`src/rtl/rst_seq.sv`:
```
// rst_seq: qualifies PLL lock, then releases per-domain active-low resets one at a time with a
// programmable gap. The soft-reset handshake (HOLD/ACK) is built only when RST_SEQ_SWRST_EN is defined.
//
// state     | meaning
// ----------+------------------------------------------------------------------
// WAIT_LOCK | all domains held; counting consecutive synchronized lock-high samples
// GAP       | counting G cycles, then releasing domain idx
// RUN       | all domains released, not busy
// HOLD      | soft reset: all domains held for HOLD_CYC cycles
// ACK       | soft reset acknowledged; waits for the request to drop
module rst_seq #(
  parameter int NUM_DOM  = 4,
  parameter int LOCK_CNT = 8,
  parameter int GAP_W    = 8,
  parameter int HOLD_CYC = 16
) (
  input  logic               i_clk,
  input  logic               i_rstn,
  input  logic               i_pll_lock,
  input  logic [GAP_W-1:0]   i_gap,
  input  logic               i_sw_req,
  output logic               o_sw_ack,
  output logic [NUM_DOM-1:0] o_dom_rstn,
  output logic               o_busy
);

  localparam int LCK_W = $clog2(LOCK_CNT + 1);
  localparam int IDX_W = $clog2(NUM_DOM);

`ifdef RST_SEQ_SWRST_EN
  localparam int HLD_W = $clog2(HOLD_CYC + 1);

  typedef enum logic [2:0] {
    ST_WAIT_LOCK = 3'd0,
    ST_GAP       = 3'd1,
    ST_RUN       = 3'd2,
    ST_HOLD      = 3'd3,
    ST_ACK       = 3'd4
  } state_t;
`else
  typedef enum logic [1:0] {
    ST_WAIT_LOCK = 2'd0,
    ST_GAP       = 2'd1,
    ST_RUN       = 2'd2
  } state_t;
`endif

  state_t             state_q, state_d;
  logic               lock_meta, lock_sync;
  logic [LCK_W-1:0]   lock_cnt_q, lock_cnt_d;
  logic [GAP_W-1:0]   gap_cnt_q, gap_cnt_d;
  logic [GAP_W-1:0]   gap_len_q, gap_len_d;
  logic [GAP_W-1:0]   gap_eff;
  logic [IDX_W-1:0]   idx_q, idx_d;
  logic [NUM_DOM-1:0] dom_q, dom_d;
  logic               busy_q, busy_d;

`ifdef RST_SEQ_SWRST_EN
  logic               sw_req_q;
  logic               ack_q, ack_d;
  logic [HLD_W-1:0]   hold_cnt_q, hold_cnt_d;
`else
  logic               unused_sw_req;
  assign unused_sw_req = i_sw_req;
`endif

  assign gap_eff = (i_gap == '0) ? GAP_W'(1) : i_gap;

  always_ff @(posedge i_clk) begin
    if (!i_rstn) begin
      lock_meta  <= 1'b0;
      lock_sync  <= 1'b0;
      state_q    <= ST_WAIT_LOCK;
      lock_cnt_q <= '0;
      gap_cnt_q  <= '0;
      gap_len_q  <= '0;
      idx_q      <= '0;
      dom_q      <= '0;
      busy_q     <= 1'b1;
`ifdef RST_SEQ_SWRST_EN
      sw_req_q   <= 1'b0;
      ack_q      <= 1'b0;
      hold_cnt_q <= '0;
`endif
    end else begin
      lock_meta  <= i_pll_lock;
      lock_sync  <= lock_meta;
      state_q    <= state_d;
      lock_cnt_q <= lock_cnt_d;
      gap_cnt_q  <= gap_cnt_d;
      gap_len_q  <= gap_len_d;
      idx_q      <= idx_d;
      dom_q      <= dom_d;
      busy_q     <= busy_d;
`ifdef RST_SEQ_SWRST_EN
      sw_req_q   <= i_sw_req;
      ack_q      <= ack_d;
      hold_cnt_q <= hold_cnt_d;
`endif
    end
  end

  always_comb begin
    state_d    = state_q;
    lock_cnt_d = lock_cnt_q;
    gap_cnt_d  = gap_cnt_q;
    gap_len_d  = gap_len_q;
    idx_d      = idx_q;
    dom_d      = dom_q;
`ifdef RST_SEQ_SWRST_EN
    ack_d      = ack_q;
    hold_cnt_d = hold_cnt_q;
`endif

    case (state_q)
      ST_WAIT_LOCK: begin
        if (!lock_sync) begin
          lock_cnt_d = '0;
        end else if (lock_cnt_q >= LCK_W'(LOCK_CNT - 1)) begin
          lock_cnt_d = LCK_W'(LOCK_CNT);
          gap_len_d  = gap_eff;
          gap_cnt_d  = '0;
          idx_d      = '0;
          state_d    = ST_GAP;
        end else begin
          lock_cnt_d = lock_cnt_q + LCK_W'(1);
        end
      end

      ST_GAP: begin
        if (gap_cnt_q >= gap_len_q - GAP_W'(1)) begin
          gap_cnt_d    = '0;
          dom_d[idx_q] = 1'b1;
          if (idx_q == IDX_W'(NUM_DOM - 1)) state_d = ST_RUN;
          else                              idx_d   = idx_q + IDX_W'(1);
        end else begin
          gap_cnt_d = gap_cnt_q + GAP_W'(1);
        end
      end

      ST_RUN: begin
`ifdef RST_SEQ_SWRST_EN
        if (sw_req_q) begin
          dom_d      = '0;
          hold_cnt_d = '0;
          state_d    = ST_HOLD;
        end
`endif
      end

`ifdef RST_SEQ_SWRST_EN
      ST_HOLD: begin
        if (hold_cnt_q >= HLD_W'(HOLD_CYC - 1)) begin
          hold_cnt_d = HLD_W'(HOLD_CYC);
          ack_d      = 1'b1;
          state_d    = ST_ACK;
        end else begin
          hold_cnt_d = hold_cnt_q + HLD_W'(1);
        end
      end

      ST_ACK: begin
        if (!sw_req_q) begin
          ack_d     = 1'b0;
          gap_len_d = gap_eff;
          gap_cnt_d = '0;
          idx_d     = '0;
          state_d   = ST_GAP;
        end
      end
`endif

      default: begin
        dom_d   = '0;
        state_d = ST_WAIT_LOCK;
      end
    endcase

    // Lock loss wins over every other transition on the same edge.
    if (state_q != ST_WAIT_LOCK && !lock_sync) begin
      dom_d      = '0;
      lock_cnt_d = '0;
      state_d    = ST_WAIT_LOCK;
`ifdef RST_SEQ_SWRST_EN
      ack_d      = 1'b0;
`endif
    end

    busy_d = (state_d != ST_RUN);
  end

  assign o_dom_rstn = dom_q;
  assign o_busy     = busy_q;
`ifdef RST_SEQ_SWRST_EN
  assign o_sw_ack   = ack_q;
`else
  assign o_sw_ack   = 1'b0;
`endif

endmodule

```
`config.mk`:
```
export PLATFORM = sky130hd
export DESIGN_NAME = rst_seq
export DESIGN_NICKNAME = d
export VERILOG_FILES = /design/src/rtl/rst_seq.sv
export SDC_FILE = /design/constraint.sdc
export NUM_CORES = 1
export LEC_CHECK = 0
export ABC_AREA = 1
export CAP_MARGIN = 20
export CORE_ASPECT_RATIO = 0.9
export CORE_UTILIZATION = 48
export CTS_CLUSTER_SIZE = 40
export DETAILED_ROUTE_END_ITERATION = 10
export GPL_TIMING_DRIVEN = 0
export MAX_ROUTING_LAYER = met4
export PLACE_DENSITY = 0.7
export SYNTH_ARGS = -nofsm -noshare
export SYNTH_HDL_FRONTEND = slang
export SYNTH_SLANG_ARGS = --single-unit
```
`constraint.sdc`:
```
create_clock -name i_clk -period 3.3 [get_ports i_clk]
set_input_delay 0.66 -clock i_clk [delete_from_list [all_inputs] [get_ports i_clk]]
set_output_delay 0.66 -clock i_clk [all_outputs]
set_load 0.01 [all_outputs]
```
# Word-level counts from Yosys, hierarchy flattened
# Cells that the tools add are included.
# W data, S select, Z words.
[word_totals] register_bits=31 output_inout_bits=6 word_cells=63
[classes] n_eq_ne=8 n_mux=22 n_addsub=4 reduce_logical=13 magnitude_cmp=4 bitwise=3
[ops] cell="$mux W8" n=4
[ops] cell="$mux W2" n=9
[ops] cell="$pmux W8 S2" n=1
[ops] cell="$mux W4" n=3
[ops] cell="$ne A2 B2 Y1 const B" n=5
[ops] cell="$add A8 B1 Y8 const B" n=1
[ops] cell="$ge A8 B8 Y1" n=1
[ops] cell="$logic_not A8 Y1" n=1
[ops] cell="$pmux W4 S2" n=1
[ops] cell="$sub A8 B1 Y8 const B" n=1
[ops] cell="$pmux W2 S3" n=1
[ops] cell="$reduce_and A3 Y1" n=2
[ops] cell="$reduce_and A5 Y1" n=1
[ops] cell="$add A4 B1 Y4 const B" n=1
[ops] cell="$eq A2 B2 Y1 const B" n=2
[ops] cell="$ge A4 B3 Y1 const B" n=1
[ops] cell="$or A4 B4 Y4" n=1
[ops] cell="$pmux W2 S2" n=1
[ops] cell="$reduce_bool A2 Y1" n=2
[ops] cell="$reduce_or A2 Y1" n=2
[ops] cell="$lt A2 B3 Y1 const B" n=1
[ops] cell="$add A2 B1 Y2 const B" n=1
[ops] cell="$demux W1 S2" n=1
[ops] cell="$eq A2 B1 Y1 const B" n=1
[ops] cell="other kinds (7)" n=9

# Longest topological paths before layout
[depth] depth_word=7 mapped_depth=15 ltp_nobuf=15

# Least setup slack after synthesis
# OpenSTA, ideal clock, no wires.
[synth_path] path_kind="register to register" start="reg gap_len_q[2]" end="reg gap_cnt_q[3]" setup_slack_ns=1.139 arrival_ns=2.083 setup_time_ns=0.078 stages_incl_launch_ff=13 t_required_ns=3.222 path_cell_list="dfxtp_1 nor2_1 nand2_1 or3_1 nor3_2 xnor2_1 ha_1 a21o_1 nor2_1 nand3_2 nand2_1 nand2_1 nor3_1"
[synth_via] elab_chain_len=4
[synth_lines] element="start: declaration" line_no="52" rtl="logic [GAP_W-1:0] gap_len_q, gap_len_d;"
[synth_lines] element="start signal: assignment" line_no="91" rtl="gap_len_q <= gap_len_d;"
[synth_lines] element="$sub A8 B1 Y8" line_no="131" rtl="if (gap_cnt_q >= gap_len_q - GAP_W'(1)) begin"
[synth_lines] element="$ge A8 B8 Y1" line_no="131"
[synth_lines] element="$mux W8" line_no="131"
[synth_lines] element="$pmux W8 S2" line_no="115" rtl="case (state_q)"
[synth_lines] element="end signal: assignment" line_no="90" rtl="gap_cnt_q <= gap_cnt_d;"
[synth_lines] element="end: declaration" line_no="51" rtl="logic [GAP_W-1:0] gap_cnt_q, gap_cnt_d;"
# Every way passes these cells.
# A chain may end at the register's enable or synchronous reset.

# Worst setup path after layout
[layout_path] start="reg gap_len_q[2]" end="reg gap_cnt_q[4]"
# Same word-level chain as after synthesis.

==> impl_results.md <==
* Required @ worst endpoint at 3.51 ns
* Asr flop ratio synth at 0%
* PortBufs at 15
* CTS Hold Bufs at 0
* Final setup viols at 0
* Leak at 0.8713 nW
* Iteration-0 DRC Markers at 69
* Die area at 0.003707 mm²
* Minimum clock period at 2.405 ns
* Layout Utilization at 61.74%
* Delay-heaviest family, CP: simple AND/OR/NAND/NOR gates
* Hold/Removal Path Class: register to register
* F_max at 0.4157 GHz
* CTS tree: done
* Proportion of layout cells with a drive suffix above 1 at 10.25%
* Syn Nets at 248
* Post-Synthesis Cells at 221
* Vias per cell at 4.766
* Peak VDD IR at 234.4 µV
* Clock Skew at 0.003073 ns
* Max stage delay on crit path at 0.36 ns
* Critical path buffers and inverters at 0
* Die height at 57.86 µm
* Pwr Total at 0.0007737 W
* Number of synthesized flops with an enable pin at 0
* Crit path max-delay cell type: or3_1
* RSZ-0062 raised after global routing: no
* Synthesized area at 0.001664 mm²
* Placed cells at 278
* First-pass GRT wire length at 5299 µm
* Die W at 64.07 µm
* Largest fanout on the critical path at 7
* Via count at 1363
* Total track usage at 19.76%
* Power density over cell area at 393.4 mW/mm²
* Critical-path cell list: nor2_1, nand2_1, or3_1, nor3_2, xnor2_1, ha_1, a21o_1, nor2_1, nand3_2, nand2_1, nand2_1, nor3_1
* Post-cts resize count at 0
* Clk_lat worst skew at 0.28 ns
* Initial antenna violation count at 0
* Top_reg_cell synth: dfxtp_1
* # IOs at 18
* Clk slew on worst S/H paths at 0.06 ns
* Wire per inst at 10.32 µm
* Core Area at 0.003186 mm²
* Final-report hold violation count at 0
* Vias in the first global route at 1222
* Crit path arrival time at 2.61 ns
* Setup TNS at 0 ns
* Post-DRT Antenna Nets at 0
* Clock Sinks at 31
* Sequential share of the synthesized area at 37.29%
* Total gr overflow at 0
* Outcome: completed
* Final Instance Count excl. Fillers at 286
* Crit Path Class: register to register
* Nets at 270
* # rows at 19
* Post-route setup slack at 0.8947 ns
* Root buffer cell: clkbuf_8
* Initial core utilization at 52.24%
* Synth cell types at 35
* Clock buffer depth at 2
* Setup bufs post-CTS at 0
* Filler cells at 307
* Synthesis-stage register bit count at 31
* Max Cap Viol at 0
* Layout Area Growth over Synthesis at 18.20%
* Worst setup SP type: register
* Detailed Routing Iterations Pass 1 at 4
* Setup crit end kind: register
* H-tree depth at 2
* Max Slew Vio Count at 0
* Remaining DRCs at 0
* WL final at 2952 µm
* Hpwl dp at 2313 µm
* Yosys Warn Count at 0
* Syn avg cell area at 7.530 µm²
* Routability Congestion at 0.8008
* Fin crit share at 72.89%
* Num CTS Buffers at 5
* Setup WS pre-CTS at 0.8894 ns
* N_diodes at 0
* Most used cell, CP: nand2_1
* Pin count of the biggest net entering global routing at 11
where the power goes:
group	switching, W	internal, W	leakage [nW]
sequential	0.00000441	0.000379	0.250
clock	0.000135	0.000190	0.0515
combinational	0.0000375	0.0000270	0.569
total	0.000177	0.000597	0.871
registers in the layout (all words and copies together), names as in the netlist:
register and cells:
lock_sync 1, idx_q 2, lock_meta 1, gap_cnt_q 8, o_dom_rstn 4, o_busy 1
lock_cnt_q 4, gap_len_q 8, state_q 2
cells in the final DEF, fill, tap and decap left out, types with 2 or more instances in the layout:
cell             count
or2_1                2
nand3_1              5
inv_2                5
nor2_4               2
clkbuf_8             7
clkdlybuf4s50_1     15
inv_1               28
xnor2_1              4
ha_1                15
dfxtp_1             31
clkbuf_1             2
a21oi_2              3
xor2_1               3
a31oi_1              4
o21ai_0              9
nor3_1               6
nor2_1              33
nand2_1             36
nand4_1              2
a21oi_1             14
and3_1               2
worst paths after layout:
path | slack, ns | start | end | cells after the start
setup / recovery | 0.89 | gap_len_q[2]$_SDFFE_PN0P_ | gap_cnt_q[4]$_SDFFE_PN0P_ | 12
hold / removal | 0.41 | lock_meta$_SDFF_PN0_ | lock_sync$_SDFF_PN0_ | 2
setup reg to reg | 0.89 | gap_len_q[2]$_SDFFE_PN0P_ | gap_cnt_q[4]$_SDFFE_PN0P_ | 12
hold reg to reg | 0.41 | lock_meta$_SDFF_PN0_ | lock_sync$_SDFF_PN0_ | 2
worst reg2reg max path: cells and delay by family, from the launching register on:
| kind | cells | cell delay, ns |
|---|---|---|
| simple gates | 9 | 1.41 |
| flops | 1 | 0.34 |
| fa+ha+maj | 1 | 0.26 |
| compound gates | 1 | 0.18 |
| xor+xnor | 1 | 0.14 |
cells by family (layout without fill, tap and decap cells):
family	after synthesis	count (layout)	synth area share [%]
xor+xnor	7	7	3.684
fa+ha+maj	15	15	11.28
other cells	1	1	0.2253
simple gates	94	94	25.19
flops	31	31	37.29
compound gates	36	36	13.23
buf+inv	37	60	9.097
area by class of cell:
cell class | instances | area [µm²] | area share, %
multi-input cells | 153 | 892.1 | 45.36
plain buffers | 4 | 27.53 | 1.399
flip-flops and latches | 31 | 620.6 | 31.55
repair buffers | 15 | 150.1 | 7.634
well taps | 42 | 52.55 | 2.672
clock buffers | 8 | 100.1 | 5.089
inverters | 33 | 123.9 | 6.298
metrics by stage:
step / hold WS, ns / cell area [µm²]
CTS: 0.4137 / 1967
global route: 0.4467 / 1967
detailed placement: 0.3988 / 1867
global placement: 0.4021 / 1867
finish: 0.4130 / 1967
floorplan: 0.3905 / 1664
synthesized netlist by cell type (2+ instances only):
cell / number / area (µm²)
a31oi_1: 4 / 25.02
xnor2_1: 4 / 35.03
nand4_1: 2 / 12.51
nand2_1: 36 / 135.1
and3_1: 2 / 12.51
inv_2: 5 / 18.77
or2_1: 2 / 12.51
a21oi_1: 14 / 70.07
ha_1: 15 / 187.7
xor2_1: 3 / 26.28
nand3_1: 5 / 25.02
a21oi_2: 3 / 26.28
nor2_1: 33 / 123.9
nor3_1: 6 / 30.03
inv_1: 28 / 105.1
nor2_4: 2 / 22.52
dfxtp_1: 31 / 620.6
o21ai_0: 9 / 45.04
per-layer routing:
metal	up-vias	global-route usage, %	share of wire (%)	wire length, µm
li1	761	-	-	-
met1	569	23.82	52	1523
met2	28	29.64	42	1241
met3	5	7.677	4.5	132
met4	0	7.792	1.8	54
met5	-	-	0	0
No activity file was read; power rests on OpenSTA's default activity.
